**config.mk**
```make
export PLATFORM = sky130hd
export DESIGN_NAME = display_mux_n
export DESIGN_NICKNAME = d
export VERILOG_FILES = /design/src/rtl/display_mux_n.sv
export SDC_FILE = /design/constraint.sdc
export NUM_CORES = 1
export LEC_CHECK = 0
export BUFFER_PORTS_ARGS = -buffer_cell sky130_fd_sc_hd__buf_2
export CORE_ASPECT_RATIO = 0.6
export CORE_UTILIZATION = 50
export DETAILED_ROUTE_END_ITERATION = 10
export HOLD_SLACK_MARGIN = 0.05
export PLACE_DENSITY_LB_ADDON = 0.25
export SLEW_MARGIN = 20
export SYNTH_ARGS = -nofsm -noshare
export SYNTH_HDL_FRONTEND = slang
export SYNTH_SLANG_ARGS = --single-unit
```
**constraint.sdc**
```tcl
create_clock -name clk -period 6.2 [get_ports clk]
set_input_delay 0 -clock clk [delete_from_list [all_inputs] [get_ports clk]]
set_output_delay 0 -clock clk [all_outputs]
set_load 0.02 [all_outputs]
```
**src/rtl/display_mux_n.sv**
```systemverilog
// ============================================================================
// Module   : display_mux_n
// Purpose  : Sequential binary-to-BCD converter feeding a multiplexed,
//            active-low seven-segment display. Optional macro:
//            DISPLAY_LZB_EN (leading-zero blanking).
// Revision : 1.0 - initial release
// ============================================================================
`default_nettype none

module display_mux_n #(
  parameter int WIDTH       = 9,
  parameter int DIGITS      = 4,
  parameter int SIGNED      = 1,
  parameter int REFRESH_DIV = 50000
) (
  input  logic              clk,
  input  logic              rst_n,
  input  logic [WIDTH-1:0]  resultado,
  input  logic              load,
  output logic              busy,
  output logic              overflow,
  output logic [6:0]        SSeg,
  output logic [DIGITS-1:0] an
);

  // Decimal digits needed for 2^WIDTH-1 (log10(2) ~ 0.30103).
  localparam int C_NIB_NEED = (WIDTH * 30103) / 100000 + 1;
  localparam int C_NB       = (C_NIB_NEED > DIGITS) ? C_NIB_NEED : DIGITS;
  localparam int C_BW       = 4 * C_NB;
  localparam int C_CW       = $clog2(WIDTH);
  localparam int C_RW       = (REFRESH_DIV > 1) ? $clog2(REFRESH_DIV) : 1;
  localparam int C_IW       = $clog2(DIGITS);

  localparam logic [C_CW-1:0] C_LAST_STEP = C_CW'(WIDTH - 1);
  localparam logic [C_RW-1:0] C_LAST_REF  = C_RW'(REFRESH_DIV - 1);
  localparam logic [C_IW-1:0] C_LAST_IDX  = C_IW'(DIGITS - 1);
  localparam logic [3:0]      C_DASH      = 4'd10;
  localparam logic [3:0]      C_BLANK     = 4'd11;

  localparam logic [0:0] S_IDLE = 1'b0;
  localparam logic [0:0] S_CONV = 1'b1;

  logic [0:0]       r_state;
  logic [WIDTH-1:0] r_mag;
  logic [C_BW-1:0]  r_bcd;
  logic [C_CW-1:0]  r_step;
  logic             r_neg;
  logic [3:0]       r_dig [DIGITS];
  logic             r_disp_neg;
  logic             r_overflow;
  logic [C_RW-1:0]  r_ref;
  logic [C_IW-1:0]  r_idx;
  logic [DIGITS-1:0] r_an;
  logic [6:0]       r_sseg;

  logic             w_neg_in;
  logic [WIDTH-1:0] w_mag_in;
  logic [C_BW-1:0]  w_adj;
  logic [C_BW-1:0]  w_bcd_next;
  logic             w_ovf;
  logic [3:0]       w_code [DIGITS];

  assign w_neg_in = (SIGNED != 0) && resultado[WIDTH-1];
  assign w_mag_in = w_neg_in ? ({WIDTH{1'b0}} - resultado) : resultado;

  generate
    for (genvar k = 0; k < C_NB; k++) begin : g_dd
      assign w_adj[4*k +: 4] = (r_bcd[4*k +: 4] >= 4'd5) ? (r_bcd[4*k +: 4] + 4'd3)
                                                          : r_bcd[4*k +: 4];
    end
  endgenerate

  assign w_bcd_next = {w_adj[C_BW-2:0], r_mag[WIDTH-1]};

  // The sign takes one position away from the magnitude when negative.
  always_comb begin
    int avail;
    avail = r_neg ? (DIGITS - 1) : DIGITS;
    w_ovf = 1'b0;
    for (int k = 0; k < C_NB; k++) begin
      if ((k >= avail) && (w_bcd_next[4*k +: 4] != 4'd0)) w_ovf = 1'b1;
    end
  end

  always_ff @(posedge clk) begin
    if (!rst_n) begin
      r_state    <= S_IDLE;
      r_mag      <= '0;
      r_bcd      <= '0;
      r_step     <= '0;
      r_neg      <= 1'b0;
      r_disp_neg <= 1'b0;
      r_overflow <= 1'b0;
      for (int p = 0; p < DIGITS; p++) r_dig[p] <= 4'd0;
    end else begin
      case (r_state)
        S_IDLE: begin
          if (load) begin
            r_state <= S_CONV;
            r_neg   <= w_neg_in;
            r_mag   <= w_mag_in;
            r_bcd   <= '0;
            r_step  <= '0;
          end
        end
        S_CONV: begin
          r_bcd  <= w_bcd_next;
          r_mag  <= {r_mag[WIDTH-2:0], 1'b0};
          r_step <= r_step + 1'b1;
          if (r_step == C_LAST_STEP) begin
            r_state    <= S_IDLE;
            r_disp_neg <= r_neg;
            r_overflow <= w_ovf;
            for (int p = 0; p < DIGITS; p++) r_dig[p] <= w_bcd_next[4*p +: 4];
          end
        end
        default: r_state <= S_IDLE;
      endcase
    end
  end

  always_comb begin
`ifdef DISPLAY_LZB_EN
    logic lead;
    lead = 1'b1;
`endif
    for (int p = DIGITS - 1; p >= 0; p--) begin
      w_code[p] = r_dig[p];
      if (r_overflow || (r_disp_neg && (p == DIGITS - 1))) begin
        w_code[p] = C_DASH;
      end else begin
`ifdef DISPLAY_LZB_EN
        if (lead && (r_dig[p] == 4'd0) && (p != 0)) w_code[p] = C_BLANK;
        else lead = 1'b0;
`endif
      end
    end
  end

  function automatic logic [6:0] f_decode(input logic [3:0] code);
    case (code)
      4'd0:    f_decode = 7'b1000000;
      4'd1:    f_decode = 7'b1111001;
      4'd2:    f_decode = 7'b0100100;
      4'd3:    f_decode = 7'b0110000;
      4'd4:    f_decode = 7'b0011001;
      4'd5:    f_decode = 7'b0010010;
      4'd6:    f_decode = 7'b0000010;
      4'd7:    f_decode = 7'b1111000;
      4'd8:    f_decode = 7'b0000000;
      4'd9:    f_decode = 7'b0010000;
      C_DASH:  f_decode = 7'b0111111;
      default: f_decode = 7'b1111111;
    endcase
  endfunction

  // Scan runs free of the converter; outputs are registered from the current index.
  always_ff @(posedge clk) begin
    if (!rst_n) begin
      r_ref  <= '0;
      r_idx  <= '0;
      r_an   <= ~DIGITS'(1);
      r_sseg <= 7'b1000000;
    end else begin
      if (r_ref == C_LAST_REF) begin
        r_ref <= '0;
        r_idx <= (r_idx == C_LAST_IDX) ? '0 : (r_idx + 1'b1);
      end else begin
        r_ref <= r_ref + 1'b1;
      end
      r_an   <= ~(DIGITS'(1) << r_idx);
      r_sseg <= f_decode(w_code[r_idx]);
    end
  end

  assign busy     = (r_state == S_CONV);
  assign overflow = r_overflow;
  assign SSeg     = r_sseg;
  assign an       = r_an;

endmodule

`default_nettype wire

```
==> results.cfg, run 1 <==
[detailed_routing]
wl_met1_mm = 4.113
dr.pass1.iters = 5
wl_met3_um = 284
ant_nets = 0
drt-total-wl_mm = 7.730
vias = 2981
viasPerCell = 5.333
route.detailed.drc = 0
wl_met2_mm = 3.279
highest_layer = met4
avgRoutedWirePerCell_um = 13.83
drt_iter0_markers = 240

[timing]
fin_ws_ns = 3.892
period_share_pct = 37.23
max_freq_ghz = 0.4332
relSlewSlack_pct = 51.75
slew_viol_final = 0
grt_setup_unrepaired = false
skew_ns = 0.008353
hold_violations = 0
hold_slack_ns = 0.06257
worst_pin_slew_ns = 0.7221
period_minus_slack_ns = 2.308
setup_viol = 0
setup_tns_ns = 0

[critical_path]
start_kind = flip-flop
worstPathRequired_ns = 6.37
cp.arrival_ns = 2.48
critical_path_class = reg2reg
end_kind = flip-flop
rrSetupSlack_ns = 3.89
path_max_fanout = 10

[layout]
nFillCells = 676
final_cells = 559
area_growth_pct = 10.67
drive_above_1_share_pct = 10.33
nNetsFinal = 484
antennaDiodeCount = 0

[run_status]
status = finished clean

[synth]
syn_area_per_cell_sq_um = 9.125
synthCells = 433
synth_edf_count = 16
synth_area_sq_mm = 0.003951
yosysUniqueCellTypes = 53
synth.top_cell.area_share_pct = 31.41
ys_seq_elements = 78
synth_area_leaders = dfxtp_1 (31%), edfxtp_1 (12%), ha_1 (7.0%)
synth_common_cells = dfxtp_1 (62), nor2_1 (60), nand2_1 (30)
async_reset_ff_share_pct = 0
syn-num-nets = 467
ys.flop_type = dfxtp_1
synth_top_area_cell = dfxtp_1
yosys_warnings = 0
yosysMostFrequentCell = dfxtp_1
synth-seq-area-share_pct = 43.57

[floorplanning]
die_y_um = 70.86
ios = 25
die_x_um = 116.8
initial_utilization_pct = 53.06
core-area_sq_mm = 0.007447
die-area_sq_mm = 0.008274
num_rows = 24

[clock_network]
htree_levels = 3
numCtsBuffers = 9
clock_latency_ns = 0.33
clk_pin_slew_ns = 0.06
cts_tree = built
cts_resized = 0
clock-root-buffer = clkbuf_16
cts_sinks = 78
cts_max_path_buffers = 2

[placement]
dp_slack_ns = 3.891
dp_cells = 542
place.gp.congestion = 0.8325
dp_hpwl_mm = 5.288
port_buffers = 24

[global_routing]
grt_max_degree = 45
grt.total_usage_pct = 20.89
grt-ovfl-total = 0
grt_pass1_wl_mm = 13.19
antenna_found_initial = 0
grt_pass1_vias = 2722

[power]
p_leak_nw = 1.655
p_per_area_mw_per_mm2 = 254.1
ir_drop_mv = 0.1445

[run]
drv_cap = 0

[hold_path]
hp-class = in2reg
-- cells by family (layout without fill, tap and decap cells) --
kind of cell               count (synthesis)  count (layout)  synth area share (%)
DFF                                       78              78                 43.57
xor gates and xnor gates                  25              25                 5.541
buffers and inverters                     42              64                 5.351
adders and majority gates                 22              22                 6.966
AOI/OAI and AO/OA                         74              74                 11.49
muxes                                     15              15                 4.813
and+or+nand+nor                          177             177                 22.26
-- stage by stage --
stage | power (mW) | util, % | instance area (sq um)
3_3_place_gp | 0.6167 | 54.79 | 4080
2_1_floorplan | 0.6023 | - | 3951
6_report | 1.111 | 58.72 | 4373
3_5_place_dp | 0.6186 | 54.79 | 4080
5_1_grt | 1.156 | 58.72 | 4373
4_1_cts | 1.121 | 58.72 | 4373
-- state kept, by name, summed over array words and instances, names as in the netlist --
signal	cells
r_dig	16
an	4
SSeg	7
r_mag	9
busy	1
r_idx	2
overflow	1
r_disp_neg	1
r_ref	16
r_bcd	16
r_step	4
r_neg	1
-- repair_timing --
item / 4_1_cts / 5_1_grt
hold endpoints to repair: 1 / 0
hold buffers: 1 / 0
buffers inserted: 0 / 0
-- worst paths after layout --
check                from       end  depth (start not counted)
max              r_idx[0]   SSeg[6]                          8
min          resultado[8]     r_neg                          3
max reg2reg      r_idx[0]   SSeg[6]                          8
min reg2reg      r_mag[4]  r_mag[5]                          2
-- cells in the final DEF, fill, tap and decap left out, drive strengths merged, types with 2 or more instances in the layout --
cell	instances
a211o	2
a211oi	4
a21boi	6
a21oi	23
a31o	2
a31oi	3
and2	4
and3	7
buf	25
clkbuf	11
clkinv	4
dfxtp	62
edfxtp	16
ha	22
inv	21
mux2	2
mux2i	10
mux4	3
nand2	30
nand2b	8
nand3	17
nand4	3
nor2	60
nor2b	12
nor3	15
nor3b	9
nor4	2
o21a	6
o21ai	19
o22ai	3
xnor2	14
xor2	11
-- power by group --
group	switching, mW	internal [mW]	total (mW)
registers	0.00713	0.531	0.538
clock network	0.194	0.308	0.502
logic	0.0453	0.0253	0.0706
-- area by class of cell --
type                    count  area (sq um)  area share (%)
inverters                  22         82.58           1.888
flip-flops and latches     78          1722           39.37
multi-input cells         313          2018           46.15
well taps                 104         130.1           2.976
clock inverters             5         50.05           1.144
clock buffers              11         232.7           5.322
repair buffers             26         137.6           3.147
-- critical path, cell delays in order (launching register included) --
cell and delay, ns:
dfxtp_1 0.57, mux4_2 0.59, nor2_1 0.28, inv_1 0.14, ha_1 0.25, inv_1 0.07, a22oi_1 0.07, nor2_1 0.10
o21ai_0 0.08
-- per-layer routing --
metal	up-vias	track usage [%]
li1	1523	-
met1	1406	30.83
met2	46	29.45
met3	6	5.398
met4	0	7.173
met5	-	0
Note: power is estimated with default switching activity, not from simulation.
==> run 2: changes to the inputs <==
- clock period: 6.2 -> 1.9 ns (I/O delays scaled with it)
==> run 2 against run 1 <==
- the run now ends with setup timing left
- fmax up 15%
- clock power rose to 3.3 times the previous value
- combinational power rose to 3.7 times the previous value
- global-route usage up 1.2 points
- hold slack better by 0.012 ns
- first-iteration DRC count down 6.3%
- sequential power rose to 3.3 times the previous value
- critical path depth down 1
- largest cell class unchanged
- cell count up 3.0%
- non-clock buffer count up 18
- final area up 5.2%
==> results.cfg, run 2 (synthesis results as in run 1) <==
[placement]
dp_hpwl_mm = 5.754
dp_slack_ns = -0.1016
place.gp.congestion = 0.8642
place_area_sq_mm = 0.004249
port_buffers = 24

[critical_path]
r2r-end = SSeg[5]
critical_path.top_delay_family = simple AND/OR/NAND/NOR gates
critPathMaxStageDelay_ns = 0.52
worstPathRequired_ns = 2.12
critical_path_class = reg2reg
cp-startpoint = r_dig[3][1]
cp_cell_sequence = or2_4 -> mux4_2 -> nor2_4 -> buf_6 -> ha_1 -> o211ai_1 -> and3_1
start_kind = flip-flop
path_max_fanout = 4
reg2reg_depth = 7
end_kind = flip-flop
worstSetupPathDepth = 7
slowest_stage = mux4_2
critical_path.endpoint = SSeg[5]
r2r-start = r_dig[3][1]
timing.critical_path.buf_inv = 1
rrSetupSlack_ns = -0.10
cp.arrival_ns = 2.22

[layout]
layout_common_cells = dfxtp_1 (61), nor2_1 (59), nand2_1 (29)
final_area_sq_mm = 0.004599
multiInputGateArea_sq_mm = 0.002088
top_regs = r_bcd (16), r_dig (16), r_ref (16)
postLayoutCoreUtil_pct = 61.76
nNetsFinal = 502
regArea_sq_mm = 0.001723
drive_above_1_share_pct = 16.74
area_growth_pct = 16.40
nFillCells = 637
mostFrequentLayoutCell = dfxtp_1
antennaDiodeCount = 0

[hold_path]
hp-class = in2reg

[floorplanning]
ios = 25
die-area_sq_mm = 0.008274
die_y_um = 70.86
die_x_um = 116.8
initial_utilization_pct = 53.06
core-area_sq_mm = 0.007447
num_rows = 24

[detailed_routing]
viasPerCell = 5.432
dr.pass1.iters = 4
drt-total-wl_mm = 8.353
drt_iter0_markers = 225
avgRoutedWirePerCell_um = 14.50
route.detailed.drc = 0
vias = 3129
ant_nets = 0

[run_status]
violations = setup timing
status = finished, violations left

[power]
p_per_area_mw_per_mm2 = 803.7
p_leak_nw = 1.759
ir_drop_mv = 0.4070
finalPower_mw = 3.697

[timing]
setup_viol = 7
period_share_pct = 105.3
worst_pin_slew_ns = 0.5941
hold_violations = 0
relSlewSlack_pct = 60.24
skew_ns = 0.007181
slew_viol_final = 0
grt_setup_unrepaired = true
max_freq_ghz = 0.4998
fin_ws_ns = -0.1008
period_minus_slack_ns = 2.001
setup_tns_ns = -0.4159

[clock_network]
clock-root-buffer = clkbuf_16
clk_pin_slew_ns = 0.06
numCtsBuffers = 9
htree_levels = 3
cts_sinks = 78
clock_latency_ns = 0.33
cts_max_path_buffers = 2
cts_tree = built

[global_routing]
grt_max_degree = 35
grt_pass1_wl_mm = 13.85
grt.total_usage_pct = 22.07
grt-ovfl-total = 0
antenna_found_initial = 0
grt_pass1_vias = 2825

[run]
drv_cap = 0
[run 2: worst min path at each step]
stage / startpoint / to / slack [ns] / depth (start not counted)
2_1_floorplan: resultado[0] / r_mag[0] / 0.15 / 2
3_3_place_gp: resultado[0] / r_mag[0] / 0.28 / 3
3_5_place_dp: resultado[0] / r_mag[0] / 0.29 / 3
4_1_cts: resultado[8] / r_neg / 0.06 / 3
5_1_grt: resultado[8] / r_neg / 0.06 / 3
6_report: resultado[8] / r_neg / 0.07 / 3
[run 2: worst register-to-register path, stage by stage (launching register included)]
cell	delay, ns
edfxtp_1	0.38
or2_4	0.24
mux4_2	0.52
nor2_4	0.17
buf_6	0.13
ha_1	0.18
o211ai_1	0.10
and3_1	0.18
[run 2: metrics by stage]
| stage | instances | hold slack [ns] |
|---|---|---|
| floorplan | 433 | 0.1472 |
| global placement | 559 | 0.2754 |
| detailed placement | 559 | 0.2869 |
| CTS | 576 | 0.05616 |
| global route | 576 | 0.06143 |
| finish | 576 | 0.07437 |
[run 2: final cells by class]
type | count | area share, %
multi-input cells | 313 | 45.40
clock buffers | 13 | 5.441
inverters | 22 | 1.850
clock inverters | 2 | 0.7345
repair buffers | 44 | 6.284
flip-flops and latches | 78 | 37.46
well taps | 104 | 2.829
[run 2: per-layer routing]
| metal | routed length (um) | up-vias | GRT usage [%] |
|---|---|---|---|
| li1 | - | 1557 | - |
| met1 | 4358 | 1472 | 33.28 |
| met2 | 3466 | 92 | 29.72 |
| met3 | 450 | 8 | 6.341 |
| met4 | 77 | 0 | 7.595 |
| met5 | 0 | - | 0 |
[run 2: power breakdown]
| group | switching, mW | internal (mW) | total (mW) |
|---|---|---|---|
| registers | 0.0266 | 1.73 | 1.76 |
| logic | 0.158 | 0.105 | 0.263 |
| clock network | 0.632 | 1.04 | 1.67 |
| total | 0.816 | 2.88 | 3.70 |
[run 2: timing repair]
action                                  4_1_cts  5_1_grt
hold endpoints to repair                      1        0
hold buffers                                  1        0
endpoints found under the setup margin        7        8
setup buffers                                 1        0
gates resized for setup                       3       12
pin swaps                                     5        9
==> run 3: changes to the inputs <==
- CORE_MARGIN: not set -> 2
==> run 3 against run 2 <==
- the flow still finishes with violations (setup timing)
- sequential share of layout area is 0.054 points lower
- cell count grew 0.69%
- clock-buffer cell count down 3
- sequential power hardly changed
==> results.cfg, run 3 (synthesis results as in run 1) <==
[timing]
skew_ns = 0.004416
hold_slack_ns = 0.09779
hold_violations = 0
relSlewSlack_pct = 60.02
fin_ws_ns = -0.007376
period_minus_slack_ns = 1.907
period_share_pct = 100.4
worst_pin_slew_ns = 0.5997
max_freq_ghz = 0.5243
grt_setup_unrepaired = true
slew_viol_final = 0
setup_tns_ns = -0.007376
setup_viol = 1

[critical_path]
cp-startpoint = r_dig[3][1]
reg2reg_depth = 7
cp.arrival_ns = 2.14
critical_path_class = reg2reg
timing.critical_path.buf_inv = 1
r2r-end = SSeg[5]
start_kind = flip-flop
critical_path.top_delay_family = simple AND/OR/NAND/NOR gates
worstSetupPathDepth = 7
worstPathRequired_ns = 2.13
rrSetupSlack_ns = -0.007
slowest_stage = mux4_2
end_kind = flip-flop
r2r-start = r_dig[3][1]
critPathMaxStageDelay_ns = 0.51
critical_path.endpoint = SSeg[5]
path_max_fanout = 4
cp_cell_sequence = or2_4 -> mux4_2 -> nor2_4 -> buf_6 -> ha_4 -> o211ai_1 -> and3_1

[detailed_routing]
route.detailed.drc = 0
vias = 3056
drt-total-wl_mm = 8.128
viasPerCell = 5.269
avgRoutedWirePerCell_um = 14.01
dr.pass1.iters = 4
drt_iter0_markers = 206
ant_nets = 0

[layout]
drive_above_1_share_pct = 17.80
area_growth_pct = 16.66
final_cells = 580
nNetsFinal = 501
final_area_sq_mm = 0.004609
top_regs = r_bcd (16), r_dig (16), r_ref (16)
postLayoutCoreUtil_pct = 59.42
mostFrequentLayoutCell = dfxtp_1
layout_common_cells = dfxtp_1 (60), nor2_1 (58), nand2_1 (28)
antennaDiodeCount = 0

[clock_network]
clock_latency_ns = 0.34
cts_max_path_buffers = 2
numCtsBuffers = 9
htree_levels = 3
cts_sinks = 78
clock-root-buffer = clkbuf_16
clk_pin_slew_ns = 0.06
cts_tree = built

[placement]
place.gp.congestion = 0.8267
port_buffers = 24
dp_cells = 562
dp_hpwl_mm = 5.660
dp_slack_ns = -0.009433
place_area_sq_mm = 0.004247

[global_routing]
use_met1_pct = 29.02
antenna_found_initial = 0
grt_use_met2_pct = 27.46
top_usage_layer = met1
grt_pass1_wl_mm = 13.23
grt.total_usage_pct = 19.62
grt_max_degree = 34
grt_pass1_vias = 2758
grt-ovfl-total = 0
grt_use_met3_pct = 4.688

[run]
drv_cap = 0

[floorplanning]
core-area_sq_mm = 0.007757
num_rows = 25
die_x_um = 118.8
die-area_sq_mm = 0.008653
initial_utilization_pct = 50.94
die_y_um = 72.86
ios = 25

[run_status]
violations = setup timing
status = finished, violations left

[power]
p_per_area_mw_per_mm2 = 773.6
finalPower_mw = 3.566
p_leak_nw = 1.744
ir_drop_mv = 0.4220

[hold_path]
hold-path-cell-count = 4
hp-class = in2reg
[run 3: changes by cell type in the layout (fill, tap and decap cells not counted), moves of 2 or more]
cell / delta
clkinv_2: +3
a21oi_1: -2
a21oi_2: +2
buf_4: -2
clkbuf_1: -2
clkinvlp_4: +2
ha_2: -2
ha_4: +2
[run 3: how the worst min path moves through the flow]
| stage | from | end | slack (ns) |
|---|---|---|---|
| 2_1_floorplan | resultado[0] | r_mag[0] | 0.15 |
| 3_3_place_gp | resultado[0] | r_mag[0] | 0.27 |
| 3_5_place_dp | resultado[0] | r_mag[0] | 0.28 |
| 4_1_cts | resultado[6] | r_mag[6] | 0.08 |
| 5_1_grt | resultado[5] | r_mag[5] | 0.12 |
| 6_report | resultado[6] | r_mag[6] | 0.1 |
[run 3: power breakdown]
| part | total [mW] | switching [mW] | internal, mW |
|---|---|---|---|
| combinational | 0.266 | 0.157 | 0.109 |
| clock | 1.54 | 0.662 | 0.878 |
| sequential | 1.76 | 0.0278 | 1.73 |
| total | 3.57 | 0.847 | 2.72 |
[run 3: per-layer routing]
metal  vias to the layer above  wire length, um
li1                       1564                -
met1                      1435             4353
met2                        46             3392
met3                        11              288
met4                         0               95
met5                         -                0
[run 3: layout make-up]
class | count | area [sq um]
clock buffers | 10 | 229.0
clock inverters | 6 | 38.79
fillers | 686 | 3148
inverters | 22 | 85.08
multi-input cells | 313 | 2113
flip-flops and latches | 78 | 1724
well taps | 108 | 135.1
repair buffers | 43 | 284.0
[run 3: tightest hold or removal path: cells and delay by family]
kind / cells / cell delay (ns)
compound gates: 1 / 0.08
buf+inv: 1 / 0.10
mux: 1 / 0.12
xor+xnor: 1 / 0.08
[run 3: repair_timing]
| action | in CTS | in global routing |
|---|---|---|
| endpoints found under the setup margin | 1 | 8 |
| gates resized for setup | 0 | 21 |
| endpoints found under the hold margin | 2 | 0 |
| pin swaps | 1 | 11 |
| buffers inserted | 0 | 0 |
| hold buffers | 2 | 0 |
| gates cloned | 0 | 0 |
